File: config.mk
export PLATFORM = sky130hd
export DESIGN_NAME = seq_alu
export DESIGN_NICKNAME = d
export VERILOG_FILES = /design/src/rtl/seq_alu.sv
export SDC_FILE = /design/constraint.sdc
export NUM_CORES = 1
export LEC_CHECK = 0
export ABC_CLOCK_PERIOD_IN_PS = 13250
export CORE_AREA = 2 2 194 196
export CTS_BUF_LIST = sky130_fd_sc_hd__clkbuf_16
export CTS_CLUSTER_SIZE = 20
export DETAILED_ROUTE_END_ITERATION = 6
export DIE_AREA = 0 0 196 198
export SLEW_MARGIN = 10
export SYNTH_ARGS = -nofsm -noshare
export SYNTH_HDL_FRONTEND = slang
export SYNTH_SLANG_ARGS = --single-unit
export TNS_END_PERCENT = 10
File: constraint.sdc
create_clock -name clk -period 13.25 [get_ports clk]
set_input_delay 3.975 -clock clk [delete_from_list [all_inputs] [get_ports clk]]
set_output_delay 3.975 -clock clk [all_outputs]
set_load 0.005 [all_outputs]
File: src/rtl/seq_alu.sv
// -----------------------------------------------------------------------------
// seq_alu -- sequential ALU with valid/ready handshakes on both sides.
//
// Single-cycle ops (logic, add/sub, shifts, compares) produce their result one
// cycle after accept. When SEQ_ALU_MULDIV_EN is defined, opcodes 1100-1111
// (MUL, MULHU, DIVU, REMU) run on a radix-2 iterative datapath for exactly
// XLEN cycles before the result is presented. Without the macro those opcodes
// complete in one cycle with result 0.
//
// Ports:
//   clk        rising-edge clock
//   rst_n      synchronous active-low reset
//   in_valid   operation presented on op/a/b
//   in_ready   block can accept an operation this cycle
//   op[3:0]    opcode
//   a, b       XLEN-bit operands (shift amount is b[SHW-1:0])
//   out_valid  result/zero valid, held until out_ready
//   out_ready  consumer accepts the result
//   result     XLEN-bit result
//   zero       result == 0, registered alongside result
//   busy       multi-cycle operation in progress
// -----------------------------------------------------------------------------
module seq_alu #(
  parameter int XLEN = 32,
  parameter int SHW  = $clog2(XLEN)
) (
  input  logic            clk,
  input  logic            rst_n,
  input  logic            in_valid,
  output logic            in_ready,
  input  logic [3:0]      op,
  input  logic [XLEN-1:0] a,
  input  logic [XLEN-1:0] b,
  output logic            out_valid,
  input  logic            out_ready,
  output logic [XLEN-1:0] result,
  output logic            zero,
  output logic            busy
);

  typedef enum logic [1:0] {IDLE, CALC, DONE} state_t;

  state_t          state, state_nxt;
  state_t          start_state;
  logic            accept;
  logic [SHW-1:0]  sh;
  logic [XLEN-1:0] alu_res;

  assign accept = in_valid && in_ready;
  assign sh     = b[SHW-1:0];

  // Single-cycle datapath, evaluated directly on the presented operands.
  always_comb begin
    // NOTE: every always_comb output gets a default first so no path leaves it
    // unassigned, which would otherwise infer a latch.
    alu_res = '0;
    case (op)
      4'b0000: alu_res = a & b;
      4'b0001: alu_res = a | b;
      4'b0010: alu_res = a + b;
      4'b0011: alu_res = a ^ b;
      4'b0100: alu_res = a >> sh;
      4'b0110: alu_res = a - b;
      4'b1000: alu_res = {{(XLEN-1){1'b0}}, (a < b)};
      4'b1001: alu_res = a << sh;
      4'b1010: alu_res = $signed(a) >>> sh;
      4'b1011: alu_res = {{(XLEN-1){1'b0}}, ($signed(a) < $signed(b))};
      default: alu_res = '0;
    endcase
  end

`ifdef SEQ_ALU_MULDIV_EN
  // Iterative mul/div datapath. hi/lo form a 2*XLEN shift pair:
  //   multiply: hi = partial product, lo = multiplier shifting out the bottom
  //             while product bits shift in at the top.
  //   divide:   hi = partial remainder, lo = dividend shifting out the top
  //             while quotient bits shift in at the bottom.
  logic [XLEN-1:0] hi, lo, dvs;
  logic [1:0]      mop;
  logic [SHW-1:0]  cnt;
  logic            is_multi;
  logic            last_iter;
  logic [XLEN:0]   sum;
  logic [XLEN:0]   shifted;
  logic            ge;
  logic [XLEN-1:0] hi_nxt, lo_nxt, fin;

  assign is_multi    = (op[3:2] == 2'b11);
  assign start_state = is_multi ? CALC : DONE;
  assign last_iter   = (cnt == SHW'(XLEN - 1));

  always_comb begin
    sum     = {1'b0, hi} + (lo[0] ? {1'b0, dvs} : '0);
    shifted = {hi, lo[XLEN-1]};
    // Divide by zero always "fits": quotient all ones, remainder = dividend.
    ge      = (shifted >= {1'b0, dvs});
    hi_nxt  = '0;
    lo_nxt  = '0;
    if (mop[1]) begin
      // Remainder is always < divisor after the subtract, so XLEN bits hold it.
      hi_nxt = ge ? (shifted[XLEN-1:0] - dvs) : shifted[XLEN-1:0];
      lo_nxt = {lo[XLEN-2:0], ge};
    end else begin
      hi_nxt = sum[XLEN:1];
      lo_nxt = {sum[0], lo[XLEN-1:1]};
    end
    // MULHU/REMU take the upper half, MUL/DIVU the lower half.
    fin = mop[0] ? hi_nxt : lo_nxt;
  end

  // NOTE: the iteration registers carry no reset; they are always loaded on
  // accept before being used, so resetting them would only add reset fan-out.
  always_ff @(posedge clk) begin
    if (accept && is_multi) begin
      hi  <= '0;
      lo  <= a;
      dvs <= b;
      mop <= op[1:0];
      cnt <= '0;
    end else if (state == CALC) begin
      hi  <= hi_nxt;
      lo  <= lo_nxt;
      cnt <= cnt + SHW'(1);
    end
  end

  assign busy = (state == CALC);
`else
  assign start_state = DONE;
  assign busy        = 1'b0;
`endif

  // Next-state and in_ready decode.
  always_comb begin
    state_nxt = state;
    in_ready  = 1'b0;
    case (state)
      IDLE: begin
        in_ready = 1'b1;
        if (in_valid) state_nxt = start_state;
      end
`ifdef SEQ_ALU_MULDIV_EN
      CALC: begin
        if (last_iter) state_nxt = DONE;
      end
`endif
      DONE: begin
        // Consuming the result frees the block for a back-to-back accept.
        if (out_ready) begin
          in_ready  = 1'b1;
          state_nxt = in_valid ? start_state : IDLE;
        end
      end
      default: state_nxt = IDLE;
    endcase
    if (!rst_n) in_ready = 1'b0;
  end

  // NOTE: sequential state uses non-blocking assignments so every register
  // samples pre-edge values regardless of block ordering.
  always_ff @(posedge clk) begin
    if (!rst_n) begin
      state  <= IDLE;
      result <= '0;
      zero   <= 1'b0;
    end else begin
      state <= state_nxt;
      if (accept && (start_state == DONE)) begin
        result <= alu_res;
        zero   <= (alu_res == '0);
      end
`ifdef SEQ_ALU_MULDIV_EN
      else if ((state == CALC) && last_iter) begin
        result <= fin;
        zero   <= (fin == '0);
      end
`endif
    end
  end

  assign out_valid = (state == DONE);

endmodule

# == Word-level counts from Yosys, hierarchy flattened ==
# Cells that the tools add are included.
# totals
inputBits,72
word_cells,38
ff_bits,35
out_inout_bits,36
# op_classes
shifts,3
addsub,2
bitwise,3
n_eq_ne,12
n_mux,8
order_cmp,2
n_reduce_logical,5
# ops
operator,count
32-bit case mux with 10 select lines,1
32-bit less-than comparator,2
32-bit adder,1
32-bit AND,1
32-bit zero test,1
32-bit OR,1
32-bit by 5-bit << shifter with 32-bit output,1
32-bit by 5-bit >> shifter with 32-bit output,1
32-bit by 5-bit >>> shifter with 32-bit output,1
32-bit subtractor,1
32-bit XOR,1
4-bit equality test (second input constant),4
4-bit by 2-bit equality test with 1-bit output (second input constant),2
4-bit by 3-bit equality test with 1-bit output (second input constant),2
2-bit 2-to-1 mux,3
4-bit by 1-bit equality test with 1-bit output (second input constant),1
4-bit zero test,1
2-bit case mux with 2 select lines,1
2-bit equality test (second input constant),1
2-bit zero test,1
1-bit 2-to-1 mux,2
2-bit by 1-bit inequality test with 1-bit output (second input constant),1
2-bit inequality test (second input constant),1
1-bit case mux with 2 select lines,1
other kinds (2),2

# == Depth between registers and ports, before layout ==
# Gate-level depths: netlist of the first run.
# logic_depth
word_depth,4
depth_mapped,19
mapped_depth_nobuf,15

# == Worst setup path before layout of the first run ==
# OpenSTA, ideal clock, no wires.
# synth_timing
path_kind,input to output
startpoint,in rst_n
endpoint,out in_ready
setup_slack_ns,4.653
path_stages,3
required_ns,9.275
t_arrival_ns,4.622
cell_sequence,clkbuf_1 > clkbuf_1 > and2_1
# synth_between
elab_chain_cells,1
# synth_rtl
element,line_no,text
"start, declared",28,"input logic rst_n,"
1-bit 2-to-1 mux,156,if (!rst_n) in_ready = 1'b0;
"end, declared",30,"output logic in_ready,"
# Every way passes these cells.

# == Worst setup path after layout of the first run ==
# layout_timing
startpoint,in b[4]
endpoint,reg zero
# layout_between
elab_chain_cells,3
elab_cells_between_ends,12
cone_classes,add/sub (2); order compare (2); shift (3); mux (1); bitwise (3); reduce/logical (1)
# layout_rtl
element,line_no,text
"start, declared",33,"input logic [XLEN-1:0] b,"
32-bit subtractor (tied with other cells),63,4'b0110: alu_res = a - b;
32-bit case mux with 10 select lines *,57,case (op)
32-bit zero test *,170,zero <= (alu_res == '0);
"end signal, assigned",170,
"end, declared",37,"output logic zero,"
# Every way passes the cells marked *; elsewhere a longest branch is shown, timed or not.
# A chain may end at the register's enable or synchronous reset.

==> impl_metrics.yaml, run 1 <==
place:
  placed_area_mm2: 0.0128
  io_buffers: 106
  gp_congestion: 1.05
  place_hpwl_um: 44700
run:
  cap_violations: 0
routing:
  drt-total-wl_um: 57900
  wire_per_inst_um: 27.6
  ant_nets: 0
  drtIter0Drc: 1622
  avgViaCountPerCell: 6.56
  drc_errors: 0
  drtPass1Iterations: 7
  num_vias: 13700
synthesis:
  synth_top_area_cell: "ha_1"
  syn_area_mm2: 0.0116
  synthTopCellsByArea: "ha_1 11%, mux4_2 7.2%, dfxtp_1 5.9%"
  ys_async_sr_fraction: 0
  yosysUniqueCellTypes: 96
  ys_seq_elements: 34
  yosysTopAreaCellShare: 0.107
  synth_fp_nets: 1785
  synthCells: 1612
  synth.avg_cell_area_um2: 7.17
  synth-main-ff-cell: "dfxtp_1"
  yosysSeqAreaShare: 0.0589
  synth_common_cells: "135 x nor2_1, 120 x nand2_1, 112 x inv_1, 104 x o21ai_0, 100 x a21oi_1"
  synth_edf_count: 0
  yosysWarnings: 0
  synth_most_common_cell: "nor2_1"
timing:
  fin_crit_sh: 0.718
  clock_skew_ps: 4.05
  rsz0062_at_grt: "false"
  worst_pin_slew_ps: 1120
  max_slew_margin: 0.253
  finalSetupViolations: 0
  fin_tns_setup_ps: 0
  layout_min_cycle_time_ps: 9510
  fmax_ghz: 0.105
  slew_violations: 0
  hold_violations: 0
grt:
  grt_max_degree: 72
  grt_overflow: 0
  grt_pass1_wl_um: 84900
  grt_pass1_vias: 12800
  antenna_found_initial: 0
  grt_usage: 0.288
cts:
  cts.sinks: 34
  clk_latency_ps: 280
  clkSlewWorstSetupHoldPaths_ps: 50
  cts_made_buffers: 5
  clk_path_buf_depth: 2
  cts_hold_buf: 0
  cts_resized: 0
  root_buffer: "clkbuf_16"
  post_cts_buffers: 0
  htreeDepth: 2
  tritoncts: "built"
pwr:
  ir_drop_mv: 0.0521
  total_power_uw: 759
  netSwitchingFraction: 0.506
  p_clk_frac: 0.143
  seq_power_share: 0.153
  p_int_uw: 375
  pwr-share-comb: 0.704
  power.switching_uw: 384
  p_per_area_mw_per_mm2: 58.5
  p_leak_uw: 0.00510
min_path:
  hold_class: "reg -> reg"
outcome:
  status: "complete, no violations"
floorplan:
  start_util: 0.313
  core_area_mm2: 0.0370
  core.rowCount: 71
  die_h_um: 198
  die_x_um: 196
  io_pins: 108
  die_area_mm2: 0.0388
critical_path:
  r2r_start: "state[1]$_SDFFE_PN0P_"
  worst-endpoint-arrival_ps: 9690
  r2r-end: "zero$_SDFFE_PN0P_"
  cp.required_ps: 13430
  crit_path_max_fanout: 29
  crit_start: "b[4]"
  reg2reg_slack_ps: 9450
  cp-end-kind: "register"
  crit_end: "zero$_SDFFE_PN0P_"
  rr_worst_depth: 12
  worst-setup-path-type: "in -> reg"
  crit_path_start_kind: "input pin"
final_layout:
  final_layout_size_suffix_gt1_frac: 0.100
  syn_to_final_growth_pct: 12.2
  antenna_cells: 0
  design_area_mm2: 0.0130
  nets: 1792
[per-layer routing]
layer  track usage  part of all wire  routed length, um  vias to the layer above
met4         0.166             0.067               3900                        0
met2         0.452              0.44              25200                      848
met5             0                 0                  0                        -
met1         0.379              0.41              24000                     6623
li1              -                 -                  -                     6092
met3        0.0417             0.082               4770                      182
[flip-flops by register name, summed over array words and instances, names as in the netlist]
register	flops
zero	1
result	32
state	1
[worst max-delay path, cell delays in order]
cell	delay (ps)
clkdlybuf4s50_1	460
buf_4	340
inv_1	390
ha_1	640
nor2b_1	140
a211oi_1	370
a21oi_1	130
a211oi_1	720
mux2i_1	220
xnor2_1	180
a2111oi_0	640
o2111ai_1	210
or4_1	530
or3_1	400
o41ai_2	320
[final cells by class]
class | count | area, um^2
Fill cell | 4006 | 24000
Multi-Input combinational cell | 1327 | 9860
Timing Repair Buffer | 138 | 1280
Sequential cell | 34 | 681
Tap cell | 474 | 593
Inverter | 113 | 424
Clock buffer | 5 | 125
Clock inverter | 3 | 12.5
[cells by family after synthesis]
logic type / Yosys count / share of synthesized area
AO/OA/AOI/OAI: 543 / 0.326
XOR/XNOR: 15 / 0.0114
adder cells (fa/ha/maj): 101 / 0.111
buffers and inverters: 251 / 0.0904
flip-flops: 34 / 0.0589
multiplexers: 151 / 0.181
other: 1 / 0.000325
AND/OR/NAND/NOR: 516 / 0.221
[worst min-delay path by stage]
stage,start,endpoint,slack [ps],cells after the start
finish,result[29]$_SDFFE_PN0P_,result[29]$_SDFFE_PN0P_,470,2
global route,result[2]$_SDFFE_PN0P_,result[2]$_SDFFE_PN0P_,500,2
CTS,result[29]$_SDFFE_PN0P_,result[29]$_SDFFE_PN0P_,480,2
detailed placement,result[14]$_SDFFE_PN0P_,result[14]$_SDFFE_PN0P_,470,2
global placement,result[9]$_SDFFE_PN0P_,result[9]$_SDFFE_PN0P_,460,2
floorplan,result[1]$_SDFFE_PN0P_,result[1]$_SDFFE_PN0P_,450,2
[through the flow]
stage	setup WS [ps]	hold slack (ps)	utilization	std cells
after CTS	3840	477	0.351	2094
after global routing	3430	502	0.351	2094
after global placement	3810	463	0.347	2086
final	3740	471	0.351	2094
after detailed placement	3670	465	0.347	2086
after floorplan	4650	453	-	1612
[placed cells by master (no fill, tap or decap), types with 40 or more instances in the layout]
| cell | synthesis | layout |
|---|---|---|
| inv_1 | 112 | 112 |
| clkdlybuf4s50_1 | 0 | 101 |
| a211oi_1 | 40 | 40 |
| nand2_1 | 120 | 120 |
| a21oi_1 | 100 | 100 |
| o21ai_0 | 104 | 104 |
| ha_1 | 99 | 99 |
| nor2_1 | 135 | 135 |
| mux2i_1 | 67 | 67 |
| nand3_1 | 58 | 57 |
[power by group through the flow]
stage / combinational [uW] / sequential, uW / clock, uW
6_report: 534 / 116 / 109
5_1_grt: 563 / 117 / 116
4_1_cts: 517 / 116 / 112
3_5_place_dp: 515 / 119 / 0
3_3_place_gp: 515 / 118 / 0
2_1_floorplan: 323 / 119 / 0
Power figures use the tool's default switching activity.
==> inputs of run 2 (changes only) <==
Settings changed: ABC_CLOCK_PERIOD_IN_PS 13250 to 7850.
Clock period 13.25 ns to 7.85 ns, I/O delays scaled along.
==> run 2 against run 1 <==
The flow now finishes with violations (DRC). Power grew 75%. Critical endpoint unchanged. Largest cell class unchanged. Register-to-register slack got worse by 5000 ps. Critical path type unchanged. Global-route usage grew 2.1 points. Highest routed layer unchanged. Core utilization is 1.3 points higher. Worst setup slack got worse by 3400 ps. Sequential share of layout area fell by 0.18 points. Design area rose by 3.6%.
==> impl_metrics.yaml, run 2 (synthesis results as in run 1) <==
outcome:
  status: "finished with violations"
  violations: "DRC"
final_layout:
  final_layout_size_suffix_gt1_frac: 0.131
  syn_to_final_growth_pct: 16.3
  largest_register_ffs: 32
  final_cell_mix: "135 x nor2_1, 120 x nand2_1, 111 x inv_1"
  final_util: 0.364
  final_common_cell: "nor2_1"
  nets: 1850
  largest_register: "result"
  design_area_mm2: 0.0134
  reg_top3: "result: 32 flops, state: 1 flops, zero: 1 flops"
min_path:
  hold_class: "reg -> reg"
  hold_path_end: "result[1]$_SDFFE_PN0P_"
  hold_path_startpoint: "result[1]$_SDFFE_PN0P_"
  min_path_cells: 2
cts:
  htreeDepth: 2
  cts.sinks: 34
  cts_hold_buf: 0
  clk_path_buf_depth: 2
  tritoncts: "built"
  clkSlewWorstSetupHoldPaths_ps: 50
  cts_made_buffers: 5
  post_cts_buffers: 0
  cts_resized: 0
  clk_latency_ps: 280
  root_buffer: "clkbuf_16"
place:
  gp_congestion: 1.02
  placed_area_mm2: 0.0133
  place_hpwl_um: 48900
  dpl_worst_slack_ps: 191
  io_buffers: 106
grt:
  grt_overflow: 0
  grt_max_degree: 68
  grt_pass1_wl_um: 90200
  grt_usage: 0.309
  grt_pass1_vias: 13300
  antenna_found_initial: 0
floorplan:
  io_pins: 108
  die_x_um: 196
  start_util: 0.313
  core_area_mm2: 0.0370
  die_h_um: 198
  die_area_mm2: 0.0388
  core.rowCount: 71
critical_path:
  r2r_start: "state[1]$_SDFFE_PN0P_"
  cp.required_ps: 8030
  crit_chain: "clkdlybuf4s50_1 > inv_1 > ha_1 > nor3_1 > and3_1 > o211ai_1 > o211ai_1 > a41oi_1 > o41ai_1 > o221a_2 > a21oi_1 > or4_1 > or3_1 > o41ai_2"
  critPathMostFrequentCell: "o211ai_1"
  reg2reg_slack_ps: 4450
  rr_worst_depth: 11
  cpPeakStageDelay_ps: 740
  crit_path_start_kind: "input pin"
  crit_start: "a[13]"
  crit_path_max_fanout: 11
  worst-setup-path-type: "in -> reg"
  cpMaxStageDelayCell: "clkdlybuf4s50_1"
  worst-endpoint-arrival_ps: 7650
  cp-end-kind: "register"
  r2r-end: "zero$_SDFFE_PN0P_"
routing:
  ant_nets: 0
  num_vias: 14100
  top_layer_used: "met4"
  drc_errors: 4
  drtPass1Iterations: 7
  drtIter0Drc: 1916
  avgViaCountPerCell: 6.56
  wire_per_inst_um: 28.6
  drt-total-wl_um: 61600
  wl_met2_um: 26800
  wl_met3_um: 5200
  wl_met1_um: 25600
timing:
  fin_tns_setup_ps: 0
  slew_violations: 0
  whs_ps: 458
  rsz0062_at_grt: "false"
  clock_skew_ps: 3.19
  worst_pin_slew_ps: 1270
  fmax_ghz: 0.134
  fin_crit_sh: 0.951
  finalSetupViolations: 0
  layout_min_cycle_time_ps: 7460
  max_slew_margin: 0.139
  hold_violations: 0
  worst_slack_ps: 387
pwr:
  p_per_area_mw_per_mm2: 98.9
  p_leak_uw: 0.00536
  ir_drop_mv: 0.0827
run:
  cap_violations: 0
## run 2: cell types whose count changed in the layout (fill, tap and decap cells not counted), sizes merged
| cell | previous run | this run |
|---|---|---|
| buf | 37 | 95 |
| inv | 114 | 113 |
| clkinv | 2 | 3 |
| diode | 0 | 1 |
## run 2: metal layers
| metal | global-route usage | vias up |
|---|---|---|
| met4 | 0.165 | 0 |
| li1 | - | 6205 |
| met1 | 0.410 | 6819 |
| met3 | 0.0382 | 180 |
| met2 | 0.492 | 914 |
| met5 | 0 | - |
## run 2: worst max-delay path, delay by kind of cell
family / cells / cell delay, ps
adder cells (fa/ha/maj): 1 / 460
AO/OA/AOI/OAI: 7 / 2160
AND/OR/NAND/NOR: 4 / 1830
buffers and inverters: 2 / 830
## run 2: final cells by class
| class | count | area (um^2) |
|---|---|---|
| flip-flops and latches | 34 | 681 |
| well taps | 474 | 593 |
| fillers | 3979 | 23500 |
| inverters | 113 | 424 |
| multi-input cells | 1327 | 9850 |
| clock buffers | 5 | 125 |
| repair buffers | 196 | 1750 |
| diodes | 1 | 2.50 |
| clock inverters | 3 | 11.3 |
## run 2: worst max-delay path by stage
stage,to,slack [ps],depth (start not counted)
5_1_grt,zero$_SDFFE_PN0P_,100,14
6_report,zero$_SDFFE_PN0P_,390,14
2_1_floorplan,zero$_SDFFE_PN0P_,930,19
4_1_cts,zero$_SDFFE_PN0P_,430,14
3_3_place_gp,zero$_SDFFE_PN0P_,220,14
3_5_place_dp,zero$_SDFFE_PN0P_,190,14
## run 2: power by group
part,internal (uW),total (uW),switching [uW]
clock network,114,184,70.0
logic,354,948,595
registers,188,196,7.89
## run 2: stage by stage
step / power, uW / instances
floorplan: 745 / 1612
global placement: 1120 / 2144
detailed placement: 1110 / 2144
CTS: 1300 / 2152
global route: 1390 / 2152
finish: 1330 / 2153
==> inputs of run 3 (changes only) <==
--- a/config.mk
+++ b/config.mk
@@ -8,3 +8,3 @@
 export ABC_CLOCK_PERIOD_IN_PS = 7850
-export CORE_AREA = 2 2 194 196
+export CORE_AREA = 2 2 148 150
 export CTS_BUF_LIST = sky130_fd_sc_hd__clkbuf_16
@@ -12,3 +12,4 @@
 export DETAILED_ROUTE_END_ITERATION = 6
-export DIE_AREA = 0 0 196 198
+export DIE_AREA = 0 0 150 152
+export PLACE_DENSITY = 0.79
 export SLEW_MARGIN = 10
--- a/constraint.sdc
+++ b/constraint.sdc
@@ -3,2 +3,2 @@
 set_output_delay 2.355 -clock clk [all_outputs]
-set_load 0.005 [all_outputs]
+set_load 0.02 [all_outputs]
==> run 3 against run 2 <==
The flow now finishes without violations. Clock power barely moved. Count of clock-buffer cells in the layout is the same. Critical path depth did not move. Register-to-register slack worse by 170 ps. Largest power group unchanged. First-iteration DRC count up 25%. Final cell count decreased by 8.7%. Sequential power hardly changed. Clock skew up 0.52 ps. Highest routed layer is now met5. Wire length shrank 2.7%. Maximum frequency decreased by 2.2%. Combinational power up 2.7%. Worst setup slack got worse by 170 ps.
==> impl_metrics.yaml, run 3 (synthesis results as in run 1) <==
outcome:
  status: "complete, no violations"
routing:
  drtPass1Iterations: 7
  wire_per_inst_um: 30.5
  drc_errors: 0
  num_vias: 15000
  ant_nets: 0
  avgViaCountPerCell: 7.64
  drtIter0Drc: 2388
  drt-total-wl_um: 59900
timing:
  finalSetupViolations: 0
  max_slew_margin: 0.293
  worst_slack_ps: 217
  clock_skew_ps: 3.71
  layout_min_cycle_time_ps: 7630
  rsz0062_at_grt: "false"
  fin_tns_setup_ps: 0
  fmax_ghz: 0.131
  hold_violations: 0
  worst_pin_slew_ps: 1030
  fin_crit_sh: 0.972
  slew_violations: 0
grt:
  grt_usage: 0.509
  grt_pass1_vias: 13700
  grt_overflow: 0
  grt_pass1_wl_um: 87700
  grt_max_degree: 60
  antenna_found_initial: 3
cts:
  post_cts_buffers: 0
  htreeDepth: 2
  root_buffer: "clkbuf_16"
  cts_made_buffers: 5
  cts_resized: 0
  cts.sinks: 34
  clk_path_buf_depth: 2
  cts_hold_buf: 0
  clkSlewWorstSetupHoldPaths_ps: 50
  clk_latency_ps: 280
  tritoncts: "built"
critical_path:
  crit_chain: "clkdlybuf4s50_1 > inv_1 > ha_1 > nor3_1 > and3_1 > o211ai_1 > o211ai_1 > a41oi_1 > o41ai_1 > o221a_2 > a21oi_1 > or4_1 > or3_1 > o41ai_2"
  path_buf_inv: 2
  critPathMostFrequentCell: "o211ai_1"
  cp.required_ps: 8030
  cpPeakStageDelay_ps: 910
  worst-endpoint-arrival_ps: 7820
  path_delay_family: "compound AO/OA/AOI/OAI gates"
  crit_path_max_fanout: 8
  cp.depth: 14
  crit_path_start_kind: "input pin"
  worst-setup-path-type: "in -> reg"
  cpMaxStageDelayCell: "clkdlybuf4s50_1"
  rr_worst_depth: 11
  cp-end-kind: "register"
floorplan:
  die_x_um: 150
  core.rowCount: 54
  die_area_mm2: 0.0228
  start_util: 0.541
  io_pins: 108
  core_area_mm2: 0.0214
  die_h_um: 152
final_layout:
  nets: 1855
  largest_register_ffs: 32
  design_area_mm2: 0.0132
  final_cell_mix: "135 x nor2_1, 120 x nand2_1, 112 x inv_1"
  reg_top3: "result: 32 flops, state: 1 flops, zero: 1 flops"
  syn_to_final_growth_pct: 14.5
  seq_area_um2: 681
  multi_input_area_mm2: 0.00987
  final_layout_size_suffix_gt1_frac: 0.135
  nFillCells: 1964
  largest_register: "result"
  final_common_cell: "nor2_1"
pwr:
  p_leak_uw: 0.00540
  ir_drop_mv: 0.0877
  total_power_uw: 1350
  p_per_area_mw_per_mm2: 102
min_path:
  min_path_cells: 2
  hold_class: "reg -> reg"
run:
  cap_violations: 0
place:
  dpl_worst_slack_ps: 250
  place_hpwl_um: 46500
  io_buffers: 106
  placed_area_mm2: 0.0131
  gp_congestion: 1.14
==> run 3: cell types whose count changed in the layout (fill, tap and decap cells not counted), sizes merged <==
cell / change
buf: +5
clkinv: -1
diode: +1
inv: +1
==> run 3: layout make-up <==
type / count / area share
antenna: 2 / 0.000378
clock buffer: 5 / 0.00946
clock inverter: 3 / 0.000946
inverter: 113 / 0.0321
multi-input combinational: 1327 / 0.746
sequential: 34 / 0.0514
tap: 280 / 0.0265
timing repair buffer: 201 / 0.133
==> run 3: stage by stage <==
stage          instances  hold WS, ps   util
6_report            1965          465  0.620
5_1_grt             1964          486  0.620
4_1_cts             1963          471  0.619
3_5_place_dp        1955          462  0.613
3_3_place_gp        1955          443  0.613
2_1_floorplan       1612          535      -
==> run 3: routing by layer <==
| metal | track usage | wire length (um) | vias to the layer above |
|---|---|---|---|
| li1 | - | - | 6223 |
| met4 | 0.304 | 5180 | 2 |
| met2 | 0.726 | 23800 | 1518 |
| met3 | 0.166 | 9420 | 360 |
| met1 | 0.662 | 21500 | 6901 |
| met5 | 0 | 12 | - |
==> run 3: path summary, 6_finish.rpt <==
kind | endpoint | slack, ps | from
min reg2reg | result[1]$_SDFFE_PN0P_ | 470 | result[1]$_SDFFE_PN0P_
max reg2reg | zero$_SDFFE_PN0P_ | 4280 | state[1]$_SDFFE_PN0P_
min | result[1]$_SDFFE_PN0P_ | 470 | result[1]$_SDFFE_PN0P_
max | zero$_SDFFE_PN0P_ | 220 | a[14]
==> run 3: worst register-to-register path, stage by stage (launching register included) <==
cell	delay [ps]
dfxtp_1	310
nand2b_1	110
nand3_2	160
a221oi_1	230
o21ai_0	230
a221oi_2	470
nand4_1	230
and4bb_1	330
nand4_1	90
or4_1	590
or3_1	420
o41ai_2	310
==> run 3: power by group <==
part,switching (uW),internal [uW]
Clock,67.5,114
Combinational,620,354
Sequential,7.99,188
Total,696,657
